[src/rtl/slice_scheduler_pkg.sv]
// Shared types for the slice scheduler: FSM states, descriptor bundle
// and the block-count clamp used when a descriptor is accepted.
package prores_enc_pkg;

    localparam int unsigned MAX_SLICE_BLOCKS = 32;

    typedef enum logic [2:0] {
        S_IDLE,
        S_RESET,
        S_RUN,
        S_DONE
    } slice_sched_state_t;

    typedef struct packed {
        logic [31:0] block_num;
        logic [31:0] offset;
        logic [31:0] qscale;
    } slice_desc_t;

    // A zero-block slice still runs one block; oversize requests are capped.
    function automatic logic [31:0] clamp_blocks(
        input logic [31:0] n,
        input logic [31:0] max_n
    );
        if (n == 32'd0) begin
            return 32'd1;
        end
        if (n > max_n) begin
            return max_n;
        end
        return n;
    endfunction

endpackage

[src/rtl/slice_scheduler_if.sv]
// Descriptor handshake, datapath control/strobes and slice result bundle.
// master = descriptor source and datapath, slave = scheduler.
interface slice_scheduler_if;

    logic        desc_valid;
    logic        desc_ready;
    logic [31:0] desc_block_num;
    logic [31:0] desc_offset;
    logic [31:0] desc_qscale;

    logic        component_reset_n;
    logic [31:0] slice_sequencer_block_num;
    logic [31:0] slice_sequencer_offset;
    logic [31:0] qscale;

    logic        sb_enable;
    logic [63:0] sb_size_of_bit;
    logic        sb_flush;

    logic        slice_done;
    logic        slice_error;
    logic [31:0] slice_bits;
    logic [31:0] slice_bytes;
    logic        busy;

    modport master (
        output desc_valid,
        output desc_block_num,
        output desc_offset,
        output desc_qscale,
        output sb_enable,
        output sb_size_of_bit,
        output sb_flush,
        input  desc_ready,
        input  component_reset_n,
        input  slice_sequencer_block_num,
        input  slice_sequencer_offset,
        input  qscale,
        input  slice_done,
        input  slice_error,
        input  slice_bits,
        input  slice_bytes,
        input  busy
    );

    modport slave (
        input  desc_valid,
        input  desc_block_num,
        input  desc_offset,
        input  desc_qscale,
        input  sb_enable,
        input  sb_size_of_bit,
        input  sb_flush,
        output desc_ready,
        output component_reset_n,
        output slice_sequencer_block_num,
        output slice_sequencer_offset,
        output qscale,
        output slice_done,
        output slice_error,
        output slice_bits,
        output slice_bytes,
        output busy
    );

endinterface

[src/rtl/slice_scheduler_bit_accum.sv]
// Saturating 32-bit bit-count accumulator. sum_next is the value the
// register takes at the next edge, so a final strobe can be captured with it.
module slice_bit_accum (
    input  logic        clock,
    input  logic        reset,
    input  logic        clear,
    input  logic        enable,
    input  logic [31:0] add_value,
    output logic [31:0] sum_next
);

    logic [31:0] sum;
    logic [32:0] raw;

    // Clear wins over enable; a carry out pins the total at all-ones.
    always_comb begin
        raw      = {1'b0, sum} + {1'b0, add_value};
        sum_next = sum;
        if (clear) begin
            sum_next = '0;
        end else if (enable) begin
            sum_next = raw[32] ? '1 : raw[31:0];
        end
    end

    // Running total register.
    always_ff @(posedge clock or posedge reset) begin
        if (reset) begin
            sum <= '0;
        end else begin
            sum <= sum_next;
        end
    end

endmodule

[src/rtl/slice_scheduler.sv]
// Runs the slice encoding datapath one slice at a time: datapath reset
// pulse, configuration, bit counting until flush or timeout, size report.
module slice_scheduler
    import prores_enc_pkg::*;
#(
    parameter int unsigned RST_CYCLES = 2,
    parameter int unsigned TIMEOUT    = 65535,
    parameter int unsigned MAX_BLOCKS = MAX_SLICE_BLOCKS
) (
    input logic              clock,
    input logic              reset,
    slice_scheduler_if.slave bus
);

    localparam logic [31:0] RST_LOAD     = 32'(RST_CYCLES);
    localparam logic [31:0] MAX_BN       = 32'(MAX_BLOCKS);
    localparam bit          TIMEOUT_EN   = (TIMEOUT != 0);
    localparam logic [31:0] TIMEOUT_LAST =
        TIMEOUT_EN ? 32'(TIMEOUT - 1) : 32'd0;

    slice_sched_state_t state;
    slice_sched_state_t next_state;
    slice_desc_t        cfg;

    logic [31:0] rst_cnt;
    logic [31:0] run_cnt;
    logic [31:0] acc_next;

    logic accept;
    logic in_run;
    logic flush;
    logic timeout_hit;
    logic acc_en;
    logic done_next;

    logic        done_q;
    logic        error_q;
    logic [31:0] bits_q;
    logic [31:0] bytes_q;

    logic unused_hi;

    // Strobes only count while the datapath is out of reset.
    always_comb begin
        accept      = (state == S_IDLE) && bus.desc_valid;
        in_run      = (state == S_RUN);
        flush       = in_run && bus.sb_flush;
        timeout_hit = TIMEOUT_EN && in_run && (run_cnt == TIMEOUT_LAST);
        acc_en      = in_run && bus.sb_enable;
    end

    // Next state; done_next marks the RUN cycle that ends the slice.
    always_comb begin
        next_state = state;
        done_next  = 1'b0;
        unique case (state)
            S_IDLE: begin
                if (accept) begin
                    next_state = S_RESET;
                end
            end
            S_RESET: begin
                if (rst_cnt <= 32'd1) begin
                    next_state = S_RUN;
                end
            end
            S_RUN: begin
                if (flush || timeout_hit) begin
                    next_state = S_DONE;
                    done_next  = 1'b1;
                end
            end
            S_DONE: begin
                next_state = S_IDLE;
            end
            default: begin
                next_state = S_IDLE;
            end
        endcase
    end

    // State register.
    always_ff @(posedge clock or posedge reset) begin
        if (reset) begin
            state <= S_IDLE;
        end else begin
            state <= next_state;
        end
    end

    // Datapath reset hold counter, loaded on accept.
    always_ff @(posedge clock or posedge reset) begin
        if (reset) begin
            rst_cnt <= '0;
        end else if (accept) begin
            rst_cnt <= RST_LOAD;
        end else if (state == S_RESET && rst_cnt != 32'd0) begin
            rst_cnt <= rst_cnt - 32'd1;
        end
    end

    // Cycles spent in RUN; zero on the first RUN cycle.
    always_ff @(posedge clock or posedge reset) begin
        if (reset) begin
            run_cnt <= '0;
        end else if (in_run) begin
            run_cnt <= run_cnt + 32'd1;
        end else begin
            run_cnt <= '0;
        end
    end

    // Slice configuration, held from accept to the next accept.
    always_ff @(posedge clock or posedge reset) begin
        if (reset) begin
            cfg <= '0;
        end else if (accept) begin
            cfg.block_num <= clamp_blocks(bus.desc_block_num, MAX_BN);
            cfg.offset    <= bus.desc_offset;
            cfg.qscale    <= bus.desc_qscale;
        end
    end

    slice_bit_accum u_accum (
        .clock     (clock),
        .reset     (reset),
        .clear     (accept),
        .enable    (acc_en),
        .add_value (bus.sb_size_of_bit[31:0]),
        .sum_next  (acc_next)
    );

    // Result registers, loaded as RUN ends so they are valid during DONE.
    always_ff @(posedge clock or posedge reset) begin
        if (reset) begin
            done_q  <= 1'b0;
            error_q <= 1'b0;
            bits_q  <= '0;
            bytes_q <= '0;
        end else begin
            done_q  <= done_next;
            error_q <= done_next && timeout_hit && !flush;
            if (done_next) begin
                bits_q  <= acc_next;
                bytes_q <= 32'(({1'b0, acc_next} + 33'd7) >> 3);
            end
        end
    end

    assign unused_hi = ^bus.sb_size_of_bit[63:32];

    assign bus.desc_ready                = (state == S_IDLE);
    assign bus.busy                      = (state != S_IDLE);
    assign bus.component_reset_n         = in_run;
    assign bus.slice_sequencer_block_num = cfg.block_num;
    assign bus.slice_sequencer_offset    = cfg.offset;
    assign bus.qscale                    = cfg.qscale;
    assign bus.slice_done                = done_q;
    assign bus.slice_error               = error_q;
    assign bus.slice_bits                = bits_q;
    assign bus.slice_bytes               = bytes_q;

endmodule
[src/flat_wrapper.sv]
// flat-port wrapper written by rule: the top's interface ports become plain ports
module slice_scheduler_flat import prores_enc_pkg::*;
#(
    parameter int unsigned RST_CYCLES = 2,
    parameter int unsigned TIMEOUT    = 65535,
    parameter int unsigned MAX_BLOCKS = MAX_SLICE_BLOCKS
)
  (clock, reset, bus_desc_valid, bus_desc_block_num, bus_desc_offset, bus_desc_qscale, bus_sb_enable, bus_sb_size_of_bit, bus_sb_flush, bus_desc_ready, bus_component_reset_n, bus_slice_sequencer_block_num, bus_slice_sequencer_offset, bus_qscale, bus_slice_done, bus_slice_error, bus_slice_bits, bus_slice_bytes, bus_busy);
  slice_scheduler_if bus_i ();
  input logic clock;
  input logic reset;
  input wire logic [$bits(bus_i.desc_valid)-1:0] bus_desc_valid;
  input wire logic [$bits(bus_i.desc_block_num)-1:0] bus_desc_block_num;
  input wire logic [$bits(bus_i.desc_offset)-1:0] bus_desc_offset;
  input wire logic [$bits(bus_i.desc_qscale)-1:0] bus_desc_qscale;
  input wire logic [$bits(bus_i.sb_enable)-1:0] bus_sb_enable;
  input wire logic [$bits(bus_i.sb_size_of_bit)-1:0] bus_sb_size_of_bit;
  input wire logic [$bits(bus_i.sb_flush)-1:0] bus_sb_flush;
  output wire logic [$bits(bus_i.desc_ready)-1:0] bus_desc_ready;
  output wire logic [$bits(bus_i.component_reset_n)-1:0] bus_component_reset_n;
  output wire logic [$bits(bus_i.slice_sequencer_block_num)-1:0] bus_slice_sequencer_block_num;
  output wire logic [$bits(bus_i.slice_sequencer_offset)-1:0] bus_slice_sequencer_offset;
  output wire logic [$bits(bus_i.qscale)-1:0] bus_qscale;
  output wire logic [$bits(bus_i.slice_done)-1:0] bus_slice_done;
  output wire logic [$bits(bus_i.slice_error)-1:0] bus_slice_error;
  output wire logic [$bits(bus_i.slice_bits)-1:0] bus_slice_bits;
  output wire logic [$bits(bus_i.slice_bytes)-1:0] bus_slice_bytes;
  output wire logic [$bits(bus_i.busy)-1:0] bus_busy;
  assign bus_i.desc_valid = bus_desc_valid;
  assign bus_i.desc_block_num = bus_desc_block_num;
  assign bus_i.desc_offset = bus_desc_offset;
  assign bus_i.desc_qscale = bus_desc_qscale;
  assign bus_i.sb_enable = bus_sb_enable;
  assign bus_i.sb_size_of_bit = bus_sb_size_of_bit;
  assign bus_i.sb_flush = bus_sb_flush;
  assign bus_desc_ready = bus_i.desc_ready;
  assign bus_component_reset_n = bus_i.component_reset_n;
  assign bus_slice_sequencer_block_num = bus_i.slice_sequencer_block_num;
  assign bus_slice_sequencer_offset = bus_i.slice_sequencer_offset;
  assign bus_qscale = bus_i.qscale;
  assign bus_slice_done = bus_i.slice_done;
  assign bus_slice_error = bus_i.slice_error;
  assign bus_slice_bits = bus_i.slice_bits;
  assign bus_slice_bytes = bus_i.slice_bytes;
  assign bus_busy = bus_i.busy;
  slice_scheduler #(.RST_CYCLES(RST_CYCLES), .TIMEOUT(TIMEOUT), .MAX_BLOCKS(MAX_BLOCKS)) u_core (.clock(clock), .reset(reset), .bus(bus_i));
endmodule
[config.mk]
export PLATFORM = sky130hd
export DESIGN_NAME = slice_scheduler_flat
export DESIGN_NICKNAME = d
export VERILOG_FILES = /design/src/rtl/slice_scheduler_pkg.sv /design/src/rtl/slice_scheduler_if.sv /design/src/rtl/slice_scheduler_bit_accum.sv /design/src/rtl/slice_scheduler.sv /design/src/flat_wrapper.sv
export SDC_FILE = /design/constraint.sdc
export NUM_CORES = 1
export LEC_CHECK = 0
export BUFFER_PORTS_ARGS = -buffer_cell sky130_fd_sc_hd__buf_4
export CAP_MARGIN = 40
export CORE_UTILIZATION = 40
export CTS_BUF_LIST = sky130_fd_sc_hd__clkbuf_8
export DETAILED_ROUTE_END_ITERATION = 16
export GPL_ROUTABILITY_DRIVEN = 1
export SLEW_MARGIN = 20
export SYNTH_ARGS = -nofsm -noshare
export SYNTH_HDL_FRONTEND = slang
export SYNTH_SLANG_ARGS = --single-unit
[constraint.sdc]
create_clock -name clock -period 15.5 [get_ports clock]
set_input_delay 0 -clock clock [delete_from_list [all_inputs] [get_ports clock]]
set_output_delay 0 -clock clock [all_outputs]
set_load 0.02 [all_outputs]
* Yosys cells after proc, flatten, opt, wreduce, memory -nomap -nowiden
Index checks and enable logic that the tools add are counted.
** Word-level totals
- Logic and storage cells :: 59
- Input bits :: 165
- Flip-flop bits (word level) :: 259
- Output and inout bits :: 165
** Operators by class
- Add/subtract/negate cells :: 4
- Equal/unequal tests :: 6
- Reduce and logical (&&, ||, !) cells :: 15
- Muxes and demuxes :: 21
- Order comparisons :: 2
** Operator list (count)
- 32-bit 2-to-1 mux :: 10
- 32-bit by 3-bit adder with 33-bit output, second input constant :: 1
- 32-bit by 32-bit adder with 33-bit output :: 1
- 32-bit by 1-bit adder with 32-bit output, second input constant :: 1
- 32-bit by 16-bit equality test with 1-bit output, second input constant :: 1
- 32-bit by 6-bit greater-than comparator with 1-bit output, second input constant :: 1
- 32-bit by 1-bit <= comparator with 1-bit output, second input constant :: 1
- 32-bit zero test :: 1
- 32-bit nonzero test :: 1
- 32-bit by 1-bit subtractor with 32-bit output, second input constant :: 1
- 3-bit 2-to-1 mux :: 3
- 3-bit one-hot mux with 3 select lines :: 1
- 1-bit logical AND :: 7
- 1-bit 2-to-1 mux :: 7
- 2-bit by 1-bit inequality test with 1-bit output, second input constant :: 3
- 3-bit by 1-bit equality test with 1-bit output, second input constant :: 1
- 3-bit by 2-bit equality test with 1-bit output, second input constant :: 1
- 3-bit zero test :: 1
- 3-bit AND reduction :: 1
- 3-bit nonzero test :: 1
- 2-bit nonzero test :: 1
- 1-bit zero test :: 1
- 1-bit logical OR :: 1

* Longest topological paths before layout
- Word-level depth :: 7
- Gate-level depth with buffers :: 15
- Mapped depth without buffers :: 13

* Modules after synthesis
A second synthesis with hierarchy kept.
** Second synthesis, totals
- Cell total of the unflattened synthesis :: 1301
- Area total of the unflattened synthesis :: 13005.0 um2
** By module, submodules not included
- slice_scheduler :: instances 1, area each 10204.8 um2, sequential area each 5655.4 um2, cells each 985
- slice_bit_accum :: instances 1, area each 2800.2 um2, sequential area each 800.8 um2, cells each 316

* Least setup slack after synthesis
No wires, ideal clock.
- Path kind :: register -> register
- Start point :: reg u_core.u_accum.sum[0]
- End point :: reg u_core.bytes_q[27], in the netlist u_core.bus.slice_bytes[27]
- Required time :: 15.431 ns
- Arrival :: 3.985 ns
- Library setup time :: 0.069 ns
- Slack :: 11.446 ns
- Clock period less this slack :: 4.054 ns
- Buffers on the path :: 0
- Stages on the path, launching flop included :: 14
- Path through :: dfrtp_1 ha_1 fa_1 a211oi_4 or2_4 or4b_1 nand3_2 nand3_4 o32ai_4 nand3_4 nand4b_4 or4_1 or4_1 nand3_1
** Between the ends
- Longest elaborated chain between the ends :: 5
** RTL lines
- start, declared :: RTL line slice_scheduler_bit_accum.sv:12 : logic [31:0] sum;
- start signal, assigned :: RTL line slice_scheduler_bit_accum.sv:31 : sum <= sum_next;
- 32-bit by 32-bit adder with 33-bit output :: RTL line slice_scheduler_bit_accum.sv:17 : raw = {1'b0, sum} + {1'b0, add_value};
- 32-bit 2-to-1 mux :: RTL line slice_scheduler_bit_accum.sv:22 : sum_next = raw[32] ? '1 : raw[31:0];
- 32-bit 2-to-1 mux * :: RTL line slice_scheduler_bit_accum.sv:21 : end else if (enable) begin
- 32-bit 2-to-1 mux * :: RTL line slice_scheduler_bit_accum.sv:19 : if (clear) begin
- 32-bit by 3-bit adder with 33-bit output * :: RTL line slice_scheduler.sv:145 : bytes_q <= 32'(({1'b0, acc_next} + 33'd7) >> 3);
- end signal, assigned :: RTL line slice_scheduler.sv:145
- end, declared :: RTL line slice_scheduler.sv:39 : logic [31:0] bytes_q;
Every way passes the cells marked *; elsewhere a longest branch is shown, timed or not.
A chain may end at the register's enable or synchronous reset.

* Final worst setup path
- Start point :: reg u_core.u_accum.sum[4]
- End point :: reg u_core.bytes_q[27], in the netlist u_core.bus.slice_bytes[27]
Same word-level chain as after synthesis.

==> metrics.txt <==
status=complete, no violations; clock latency on the worst-skew pair=0.57 ns; die area=33760 µm²; Initial Util=40.60%; CTS tree=done; Seq/Total Area, Yosys=48.87%; DR vias/cell=5.118; CP cell instances=ha_1 > o211ai_1 > nor3_2 > o311a_1 > o2111a_1 > or2_1 > buf_4 > o2bb2ai_1 > and4b_1 > nand4b_4 > or4_1 > or4_1 > nand3_1; Synth Area per Inst=9.206 µm²; CTS Buf Count=47; fin crit share=30.11%; wire length per cell=16.47 µm; PortBufs=295; Hold Fails Final Rpt=0; Commonest cells post-synth=nand2_1, dfrtp_1, o21ai_0; CP startpoint kind=flop; Crit Path Max Fanout=18; Routed WL=37450 µm; setup tns final=0 ns; Register Area=6456 µm²; Clk pin slew, worst setup/hold paths=0.06 ns; Final ANT Viol Nets=0; area growth from synthesis to layout=33.15%; max cap viols=0; hold depth=5; FF-to-FF path depth=13; Hold WS=0.04212 ns; gr usage total=22.13%; top sig layer=met4; Util after Layout=54.06%; Synth warnings=0; CP most frequent cell=or4_1; Power Density=187.3 nW/µm²; first-pass GRT wire length=59870 µm; Filler Cell Count=2978; post-detail-place hpwl=26110 µm; Worst Hold End=u_core.u_accum.sum[22]; CORE AREA=32540 µm²; # diodes=0; CP peak stage delay=0.60 ns; met2 WL=17990 µm; detailed-route DRC error count=0; M1 WL=16000 µm; post-CTS sizing=0; GR Overflow Total=0; largest net degree at the start of global routing=79; R2R Path Start=u_core.u_accum.sum[4]; ys flop type=dfrtp_1; WL met3=2490 µm; #FFs+latches synth=258; Worst slew margin=45.17%; Synth area leader=dfrtp_1; slowest CP cell=or4_1; Crit. End Element=flop; ranking of synthesized cells by area=dfrtp_1, nand2_1, xnor2_1, ha_1, o21ai_0; Worst-Margin Slew=0.8155 ns; f_max=214.3 MHz; IO Count=330; Synth top area share=48.87%; Multi-input gate area=6364 µm²; row cnt=66; Iteration-0 DRC Markers=758; R2R setup slack=10.83 ns; Hold Crit Class=input pin to flop; HP Start=bus_sb_size_of_bit[22]; async set-reset flop share out of synthesis=100.0%; initial antenna violation count=0; # setup viols final=0; fin. max-slew vios=0; RSZ-0062 raised after global routing=false; WP data arrival=5.16 ns; Final min period=4.667 ns; Final Wtd Congestion=0.9660; clk root buf=clkbuf_8; most frequent cell after synthesis=nand2_1; Cells after Synth=1435; vias in the first global route=11730; final net count=2010; skew final=0.02340 ns; VDD IR max=94.09 µV; worst-case clock buffer depth=3; Static Leak=0.008671 µW; Die H=183.7 µm; htree depth=2; EDFF count, synth=0; share of layout cells above drive strength 1=23.25%; Synth cell types=89; Syn Std Cell Area=13210 µm²; crit path kind=flop to flop; die outline width=183.7 µm; sink count of the clock tree=258; Worst EP required=15.99 ns; 1st-pass router iterations=7; total power draw=3294 µW; via count=11640; worst flop-to-flop path endpoint=u_core.bus.slice_bytes[27]
-- state kept, by name, indices dropped and copies added, names as in the netlist --
name / cells
u_core.bus.slice_done: 1
u_core.bus.qscale: 32
u_core.bus.slice_sequencer_block_num: 32
u_core.bus.slice_bytes: 30
u_core.run_cnt: 32
u_core.state: 2
u_core.bus.slice_error: 1
u_core.u_accum.sum: 32
u_core.bus.slice_bits: 32
u_core.rst_cnt: 32
u_core.bus.slice_sequencer_offset: 32
-- power breakdown --
part           switching [µW]  leakage (µW)  total (µW)  internal, µW
clock                     287      0.000499         631           344
combinational             994       0.00480        1620           625
sequential                144       0.00337        1040           900
total                    1420       0.00867        3290          1870
-- worst max-delay path by stage --
stage / start / to / cells past startpoint
2_1_floorplan: reset / u_core.bus.qscale[0] / 1
3_3_place_gp: u_core.u_accum.sum[8] / u_core.bus.slice_bytes[27] / 13
3_5_place_dp: u_core.u_accum.sum[4] / u_core.bus.slice_bytes[27] / 13
4_1_cts: u_core.u_accum.sum[4] / u_core.bus.slice_bytes[27] / 13
5_1_grt: u_core.u_accum.sum[0] / u_core.bus.slice_bytes[27] / 13
6_report: u_core.u_accum.sum[4] / u_core.bus.slice_bytes[27] / 13
-- routing by layer --
layer,vias up,GRT usage [%]
met1,5510,28.43
li1,5672,-
met5,-,0
met2,383,37.17
met3,74,4.675
met4,0,6.967
-- kinds of logic (layout without fill, tap and decap cells) --
kind of cell,Yosys count,after routing,share of synthesized area (%)
and+or+nand+nor,679,679,24.53
AOI/OAI and AO/OA,265,265,13.23
DFF,258,258,48.87
buffers and inverters,96,492,3.078
xor gates and xnor gates,93,93,6.166
adders and majority gates,40,40,3.845
muxes,3,3,0.2462
other,1,2,0.02839
-- layout make-up --
type	instances	share of cell area (%)
Clock buffer	56	4.382
Clock inverter	20	0.7540
Inverter	28	0.6402
Multi-Input combinational cell	1082	36.18
Sequential cell	258	36.71
Tap cell	442	3.144
Timing Repair Buffer	388	18.20
-- what timing repair did --
item	CTS	global route
hold endpoints to repair	202	0
buffers inserted	0	0
hold buffers	78	0
-- per-stage QoR --
step,area (µm²),cells,setup WS (ns)
5_1_grt,17590,2274,10.62
3_3_place_gp,15770,2114,10.92
3_5_place_dp,15880,2119,10.92
6_report,17590,2274,10.83
2_1_floorplan,13210,1436,8.402
4_1_cts,17560,2273,10.90
-- placed cells by master (no fill, tap or decap), drive strengths merged, types with 9 or more instances in the layout --
master       Yosys  routed
nand4           23      23
or3             25      25
or4              9       9
nand3           33      33
nor3            23      23
dlygate4sd3      0      78
nor2            86      86
a211oi          12      12
o21ai          101     101
inv             27      37
buf             22     310
a21oi           62      62
xor2            37      37
dfrtp          258     258
nand2          353     353
and2            57      57
nor4            22      22
clkbuf          46      56
xnor2           56      56
ha              39      39
o221ai          10      10
-- worst max-delay path: cells and delay by family, from the launching register on --
family / cells / cell delay (ns)
compound gates: 4 / 0.99
fa+ha+maj: 1 / 0.46
buf+inv: 1 / 0.33
flops: 1 / 0.41
simple gates: 7 / 2.40
Note: power is estimated with default switching activity, not from simulation.
